===== src/rtl/bram_2psync_arbiter_if.sv =====
// Requester-side bus of the port-A arbiter: per-requester request/lock/write fields
// in, one-hot grant and read-valid plus the shared read data out.
interface bram_2psync_arbiter_if #(
  parameter int DATA = 8,
  parameter int ADDR = 7,
  parameter int NREQ = 3
);
  logic [NREQ-1:0]      req;
  logic [NREQ-1:0]      lock;
  logic [NREQ-1:0]      we;
  logic [NREQ*ADDR-1:0] addr;
  logic [NREQ*DATA-1:0] wdata;
  logic [NREQ-1:0]      gnt;
  logic [NREQ-1:0]      rvalid;
  logic [DATA-1:0]      rdata;

  modport master (
    output req, lock, we, addr, wdata,
    input  gnt, rvalid, rdata
  );

  modport slave (
    input  req, lock, we, addr, wdata,
    output gnt, rvalid, rdata
  );
endinterface


===== src/rtl/bram_2psync_arbiter.sv =====
// Round-robin arbiter sharing port A of a bram_2psync among NREQ requesters, with a
// bounded lock (burst) feature and rvalid tagging for the RAM's 1-cycle read latency.
module bram_2psync_arbiter #(
  parameter int DATA     = 8,
  parameter int ADDR     = 7,
  parameter int NREQ     = 3,
  parameter int MAX_LOCK = 4
) (
  input  logic                 clk,
  input  logic                 nreset,
  bram_2psync_arbiter_if.slave bus,
  output logic                 m_we,
  output logic [ADDR-1:0]      m_addr,
  output logic [DATA-1:0]      m_write,
  input  logic [DATA-1:0]      m_read
);

  localparam int IW = $clog2(NREQ);
  localparam int CW = $clog2(MAX_LOCK + 1);
  localparam logic [IW-1:0] LAST = IW'(NREQ - 1);

  logic [IW-1:0]   ptr;
  logic [IW-1:0]   owner;
  logic            owner_vld;
  logic [CW-1:0]   lock_cnt;
  logic [NREQ-1:0] rvalid_q;

  logic            gnt_any;
  logic [IW-1:0]   gnt_idx;
  logic            lock_hold;
  logic [CW-1:0]   cnt_next;

  function automatic logic [IW-1:0] next_idx(input logic [IW-1:0] i);
    return (i == LAST) ? '0 : i + 1'b1;
  endfunction

  always_comb begin : select
    logic [IW-1:0] idx;
    // NOTE: every combinational output gets a default first, so no path infers a latch.
    gnt_any   = 1'b0;
    gnt_idx   = '0;
    idx       = ptr;
    lock_hold = owner_vld && bus.req[owner] && (lock_cnt < CW'(MAX_LOCK));
    if (lock_hold) begin
      gnt_any = 1'b1;
      gnt_idx = owner;
    end else begin
      for (int k = 0; k < NREQ; k++) begin
        if (!gnt_any && bus.req[idx]) begin
          gnt_any = 1'b1;
          gnt_idx = idx;
        end
        idx = next_idx(idx);
      end
    end
    if (!nreset) gnt_any = 1'b0;
  end

  // A grant to the current owner continues the burst; any other grant starts one.
  assign cnt_next = lock_hold ? lock_cnt + 1'b1 : CW'(1);

  assign bus.gnt    = gnt_any ? (NREQ'(1) << gnt_idx) : '0;
  assign bus.rvalid = rvalid_q;
  assign bus.rdata  = m_read;

  // With no grant gnt_idx is 0, so the RAM sees requester 0's fields with m_we low.
  assign m_we    = gnt_any & bus.we[gnt_idx];
  assign m_addr  = bus.addr[gnt_idx*ADDR +: ADDR];
  assign m_write = bus.wdata[gnt_idx*DATA +: DATA];

  always_ff @(posedge clk) begin
    // NOTE: all state uses non-blocking assignments; a later assignment in this block
    // deliberately overrides an earlier one within the same edge.
    if (!nreset) begin
      ptr       <= '0;
      owner     <= '0;
      owner_vld <= 1'b0;
      lock_cnt  <= '0;
      rvalid_q  <= '0;
    end else begin
      rvalid_q <= (gnt_any && !bus.we[gnt_idx]) ? bus.gnt : '0;

      // Owner dropped its request: the burst ends and the pointer moves past it.
      if (owner_vld && !bus.req[owner]) begin
        owner_vld <= 1'b0;
        lock_cnt  <= '0;
        ptr       <= next_idx(owner);
      end

      if (gnt_any) begin
        if (bus.lock[gnt_idx] && (cnt_next < CW'(MAX_LOCK))) begin
          owner_vld <= 1'b1;
          owner     <= gnt_idx;
          lock_cnt  <= cnt_next;
        end else begin
          owner_vld <= 1'b0;
          lock_cnt  <= '0;
          ptr       <= next_idx(gnt_idx);
        end
      end
    end
  end

endmodule


===== src/flat_wrapper.sv =====
// flat-port wrapper written by rule: the top's interface ports become plain ports
module bram_2psync_arbiter_flat 
#(
  parameter int DATA     = 8,
  parameter int ADDR     = 7,
  parameter int NREQ     = 3,
  parameter int MAX_LOCK = 4
)
  (clk, nreset, m_we, m_addr, m_write, m_read, bus_req, bus_lock, bus_we, bus_addr, bus_wdata, bus_gnt, bus_rvalid, bus_rdata);
  bram_2psync_arbiter_if #(.DATA(DATA), .ADDR(ADDR), .NREQ(NREQ)) bus_i ();
  input  logic clk;
  input  logic nreset;
  output logic m_we;
  output logic [ADDR-1:0] m_addr;
  output logic [DATA-1:0] m_write;
  input  logic [DATA-1:0] m_read;
  input wire logic [$bits(bus_i.req)-1:0] bus_req;
  input wire logic [$bits(bus_i.lock)-1:0] bus_lock;
  input wire logic [$bits(bus_i.we)-1:0] bus_we;
  input wire logic [$bits(bus_i.addr)-1:0] bus_addr;
  input wire logic [$bits(bus_i.wdata)-1:0] bus_wdata;
  output wire logic [$bits(bus_i.gnt)-1:0] bus_gnt;
  output wire logic [$bits(bus_i.rvalid)-1:0] bus_rvalid;
  output wire logic [$bits(bus_i.rdata)-1:0] bus_rdata;
  assign bus_i.req = bus_req;
  assign bus_i.lock = bus_lock;
  assign bus_i.we = bus_we;
  assign bus_i.addr = bus_addr;
  assign bus_i.wdata = bus_wdata;
  assign bus_gnt = bus_i.gnt;
  assign bus_rvalid = bus_i.rvalid;
  assign bus_rdata = bus_i.rdata;
  bram_2psync_arbiter #(.DATA(DATA), .ADDR(ADDR), .NREQ(NREQ), .MAX_LOCK(MAX_LOCK)) u_core (.clk(clk), .nreset(nreset), .bus(bus_i), .m_we(m_we), .m_addr(m_addr), .m_write(m_write), .m_read(m_read));
endmodule

===== config.mk =====
export PLATFORM = sky130hd
export DESIGN_NAME = bram_2psync_arbiter_flat
export DESIGN_NICKNAME = d
export VERILOG_FILES = /design/src/rtl/bram_2psync_arbiter_if.sv /design/src/rtl/bram_2psync_arbiter.sv /design/src/flat_wrapper.sv
export SDC_FILE = /design/constraint.sdc
export NUM_CORES = 1
export LEC_CHECK = 0
export BUFFER_PORTS_ARGS = -buffer_cell sky130_fd_sc_hd__buf_2
export CORE_UTILIZATION = 37
export DETAILED_ROUTE_END_ITERATION = 10
export GPL_ROUTABILITY_DRIVEN = 0
export PLACE_DENSITY = 0.8
export SYNTH_ARGS = -nofsm -noshare
export SYNTH_HDL_FRONTEND = slang
export SYNTH_SLANG_ARGS = --single-unit

===== constraint.sdc =====
create_clock -name clk -period 2.3 [get_ports clk]
set_clock_uncertainty 0.1 [all_clocks]
set_input_delay 0.115 -clock clk [delete_from_list [all_inputs] [get_ports clk]]
set_output_delay 0.115 -clock clk [all_outputs]
set_load 0.02 [all_outputs]

## Word-level counts from Yosys, hierarchy flattened

Index checks and enable logic that the tools add are counted.

| cells by class | value |
|---|---|
| reductions and logical operators | 14 |
| magnitude comparators | 7 |
| add/sub/neg operators | 5 |
| equal/unequal tests | 4 |
| bitwise gates (word level) | 1 |
| divide/modulo/power cells | 0 |
| shift operators | 3 |
| multiplexer cells | 38 |
| $mul | 1 |

Operator list:

| operator | number |
|---|---|
| 24-bit by 6-bit indexed part select with 8-bit output | 1 |
| 2-bit 2-to-1 mux | 11 |
| 21-bit by 6-bit indexed part select with 7-bit output | 1 |
| 1-bit 2-to-1 mux | 16 |
| 2-bit by 3-bit < comparator with 1-bit output, second input constant | 5 |
| 3-bit 2-to-1 mux | 5 |
| 1-bit binary-select mux with 2-bit select | 6 |
| 2-bit by 1-bit adder with 2-bit output, second input constant | 4 |
| 2-bit equality test, second input constant | 4 |
| 1-bit logical AND | 7 |
| 3-bit < comparator, second input constant | 2 |
| 2-bit by 3-bit multiplier with 5-bit output, second input constant | 1 |
| 1-bit logical NOT | 4 |
| 2-bit AND reduction | 2 |
| 3-bit by 1-bit adder with 3-bit output, second input constant | 1 |
| 1-bit by 2-bit << shifter with 3-bit output, first input constant | 1 |
| 2-bit nonzero test | 1 |
| 1-bit bitwise AND | 1 |

| word-level totals | value |
|---|---|
| input port bits | 64 |
| bits in latches | 0 |
| logic and storage cells | 78 |
| memories | 0 |
| flip-flop bits (word level) | 11 |
| memory bits (writable) | 0 |
| ROM bits | 0 |

## Logic depth before layout (Yosys ltp)

| logic depth | value |
|---|---|
| depth after elaboration | 18 |
| depth in mapped cells | 10 |
| depth with buffers taken out | 7 |

## Least setup slack after synthesis

Ideal clock, no wire load.

| timing path | value |
|---|---|
| path type | register -> output |
| start point | register u_core.owner[0] |
| end point | output port m_we |
| slack | -0.009 ns |
| stages on the path, launching flop included | 10 |
| data required time | 2.085 ns |
| arrival | 2.094 ns |
| cell sequence | dfxtp_1 > buf_6 > mux2i_1 > or3_1 > buf_6 > nand2_1 > o31a_2 > buf_4 > mux2i_1 > a211oi_1 |

| between the ends | value |
|---|---|
| word-level cells in the longest chain between the ends | 8 |

Ends and longest elaborated chain:

| element | line | text |
|---|---|---|
| from (decl) | bram_2psync_arbiter.sv:23 | `logic [IW-1:0] owner;` |
| from (signal assigned) | bram_2psync_arbiter.sv:93 | `owner <= gnt_idx;` |
| 1-bit binary-select mux with 2-bit select | bram_2psync_arbiter.sv:43 | `lock_hold = owner_vld && bus.req[owner] && (lock_cnt < CW'(MAX_LOCK));` |
| 1-bit 2-to-1 mux (not written as such) | bram_2psync_arbiter.sv:43 |  |
| 1-bit logical AND (2 in series) | bram_2psync_arbiter.sv:43 |  |
| 2-bit 2-to-1 mux | bram_2psync_arbiter.sv:44 | `if (lock_hold) begin` |
| 1-bit binary-select mux with 2-bit select | bram_2psync_arbiter.sv:67 | `assign m_we = gnt_any & bus.we[gnt_idx];` |
| 1-bit 2-to-1 mux (not written as such) | bram_2psync_arbiter.sv:67 |  |
| 1-bit bitwise AND (*) | bram_2psync_arbiter.sv:67 |  |
| to (decl) | flat_wrapper.sv:13 | `output logic m_we;` |

Every way passes the cells marked *; elsewhere a longest branch is shown, timed or not. The select of a mux whose other input is x is not followed.

## Worst setup path after layout

| timing path | value |
|---|---|
| start point | register u_core.lock_cnt[2] |
| end point | output port m_write[1] |

| between the ends | value |
|---|---|
| word-level cells in the longest chain between the ends | 4 |

Ends and longest elaborated chain:

| element | line | text |
|---|---|---|
| from (decl) | bram_2psync_arbiter.sv:25 | `logic [CW-1:0] lock_cnt;` |
| from (signal assigned) | bram_2psync_arbiter.sv:94 | `lock_cnt <= cnt_next;` |
| 3-bit < comparator | bram_2psync_arbiter.sv:43 |  |
| 1-bit logical AND | bram_2psync_arbiter.sv:43 |  |
| 2-bit 2-to-1 mux | bram_2psync_arbiter.sv:44 |  |
| 24-bit by 6-bit indexed part select with 8-bit output | bram_2psync_arbiter.sv:69 | `assign m_write = bus.wdata[gnt_idx*DATA +: DATA];` |
| to (decl) | flat_wrapper.sv:15 | `output logic [DATA-1:0] m_write;` |

No other way between the ends.

==> results.toml <==
[logic_synthesis]
ys_async_sr_fraction = 0
ys_top_cells_by_area = "dfxtp_1 (21%), nand2_1 (16%), a22oi_1 (11%), mux2i_1 (6.7%), buf_4 (6.4%)"
synth.avg_cell_area_um2 = 7.36
ys_seq_elements = 11
synth_top_area_frac = 0.209
synth_edf_count = 0
synth_cell_types = 41
yosysSeqAreaShare = 0.209
synth_top_area_cell = "dfxtp_1"
netlist_instances = 143
ys.flop_type = "dfxtp_1"
syn_nets = 208
ys_warn_count = 0
synth_area_mm2 = 0.00105

[timing]
fmax_mhz = 451
maxSlewHeadroom = 0.647
rsz0062_at_grt = "yes"
hold_slack_ns = 0.0484
slew_viol_final = 0
hold_viol = 0
finalSetupViolCount = 0
period_needed_ns = 2.22
finalCritPeriodShare = 0.963
worst_slew_pin_slew_ns = 0.527

[detailed_routing]
wl_per_cell_um = 13.6
maxUsedRoutingLayer = "met4"
dr_wl_met3_um = 210
dr_wl_met2_um = 1810
drc = 0
wirelength_um = 3500
wl_met1_um = 1430
first_pass_iters = 4
vias_per_cell = 5.45
drtAntennaViolNets = 0
drtIter0Drc = 68
vias = 1405

[layout]
drive_above_1_share = 0.513
area_growth_pct = 54.1
regArea_um2 = 224
finalNetCount = 294
n_fill_cell = 220
antenna_cells = 0
multi_input_area_um2 = 757

[die]
die-area_mm2 = 0.00306
rows = 18
start_util = 0.406
die_width_um = 55.3
core_area_mm2 = 0.00259
die-height_um = 55.3
pin_count = 94

[clock_tree]
cts_tree = "done"
clockBufferDepth = 2
htreeDepth = 1
clkSinkCount = 11
cts.clk_slew.worst_paths_ns = 0.08
cts_buffers = 3
clk_latency_ns = 0.29
clock-root-buffer = "clkbuf_4"

[worst_setup_path]
setup.worst_path.start = "u_core.lock_cnt[2]"
rr_startpoint = "u_core.lock_cnt[2]"
start_kind = "register"
required_ns = 2.09
timing_worst_setup_path_type = "reg2out"
r2r_slack_ns = 0.16
endpoint_kind = "primary output"
endpoint = "m_write[1]"
reg2reg_depth = 7
critPathArrivalTime_ns = 2.00
crit_fanout = 7
r2r_end = "u_core.owner[0]"

[run]
drv_cap = 0

[placement]
dp_hpwl_um = 2580
numPortBuffers = 77

[global_route]
grt.overflow.total = 0
grt_pass1_vias = 1229
antenna_found_initial = 0
grt_pass1_wl_um = 5340
grtUsageTotal = 0.215
grt_max_degree = 15

[run_status]
status = "completed"

[pwr]
power_density_mw_per_mm2 = 617
power_mw = 1.00
ir_drop_mv = 0.414
cellLeakagePower_nw = 0.848

[hold_path]
hold_path_class = "in2reg"
metrics by stage:
stage	std cells	worst slack [ns]	util	area (µm²)	TNS (ns)
2_1_floorplan	143	0.0858	-	1060	0
3_5_place_dp	242	0.0965	0.555	1440	0
5_1_grt	258	-0.0340	0.626	1620	-0.125
3_3_place_gp	242	0.167	0.555	1440	0
4_1_cts	253	0.00597	0.599	1550	0
6_report	258	0.0850	0.626	1620	0
worst min-delay path by stage:
| stage | startpoint | to | slack, ns | depth (start not counted) |
|---|---|---|---|---|
| global placement | m_read[2] | bus_rdata[2] | 0.13 | 0 |
| finish | bus_lock[1] | u_core.ptr[1] | 0.05 | 3 |
| floorplan | bus_we[0] | u_core.bus.rvalid[0] | 0.09 | 1 |
| CTS | bus_lock[1] | u_core.ptr[1] | 0.05 | 3 |
| global route | bus_lock[1] | u_core.ptr[1] | 0.04 | 3 |
| detailed placement | m_read[2] | bus_rdata[2] | 0.13 | 0 |
worst max-delay path, cell delays in order (launching register included):
cell,delay (ns)
dfxtp_2,0.33
nand2b_4,0.14
or3_4,0.40
nand2_2,0.09
o31a_4,0.18
buf_12,0.12
nor2_4,0.04
buf_4,0.15
nand2_1,0.06
nand2_1,0.04
buf_2,0.16
per-layer routing:
metal	global-route usage	vias to the layer above
li1	-	692
met1	0.266	641
met2	0.370	65
met3	0.0258	7
met4	0.0964	0
met5	0	-
kinds of logic after synthesis:
family	share of synthesized area
simple gates	0.320
buf+inv	0.124
flops	0.209
compound gates	0.269
fa+ha+maj	0.0119
mux	0.0666
flip-flops by register name, summed over array words and instances, names as in the netlist:
name               cells
u_core.bus.rvalid      3
u_core.lock_cnt        3
u_core.owner           2
u_core.owner_vld       1
u_core.ptr             2
report_power, final:
part	switching (mW)	leakage, nW	internal (mW)
clock	0.0755	0.0177	0.0647
sequential	0.0186	0.0912	0.211
combinational	0.350	0.739	0.281
total	0.444	0.848	0.557
what timing repair did:
item | 4_1_cts | 5_1_grt
gates resized for setup | 6 | 10
endpoints found under the setup margin | 19 | 22
buffers inserted | 4 | 5
hold buffers | 3 | 0
hold endpoints to repair | 3 | 0
pin swaps | 1 | 2
synthesized netlist by cell type (all sizes together), types with 2 or more instances:
| master | instances |
|---|---|
| o211ai | 2 |
| o31ai | 3 |
| a22oi | 15 |
| nor2 | 4 |
| a211o | 2 |
| buf | 17 |
| dfxtp | 11 |
| a21oi | 4 |
| nand3 | 2 |
| nand2 | 44 |
| a211oi | 4 |
| o21ai | 2 |
| nor3 | 3 |
| nor4 | 2 |
| mux2i | 7 |
| nand2b | 2 |
layout make-up:
class / count / share of cell area
Tap cell: 30 / 0.0231
Clock buffer: 3 / 0.0139
Timing Repair Buffer: 99 / 0.355
Sequential cell: 11 / 0.138
Clock inverter: 1 / 0.00309
Multi-Input combinational cell: 114 / 0.467
layout by cell type (no fill, tap or decap), drive strengths merged, types with 2 or more instances in the layout:
cell	synthesis	final
a211oi	4	4
buf	17	96
a21oi	4	4
a22oi	15	15
dfxtp	11	11
nand2b	2	2
mux2i	7	7
a211o	2	2
nor4	2	2
o21ai	2	2
o31ai	3	3
dlygate4sd3	0	3
o211ai	2	2
clkbuf	1	3
nor2	4	4
nand2	44	44
nand3	2	2
nor3	3	3
(Power assumes the default switching activity.)
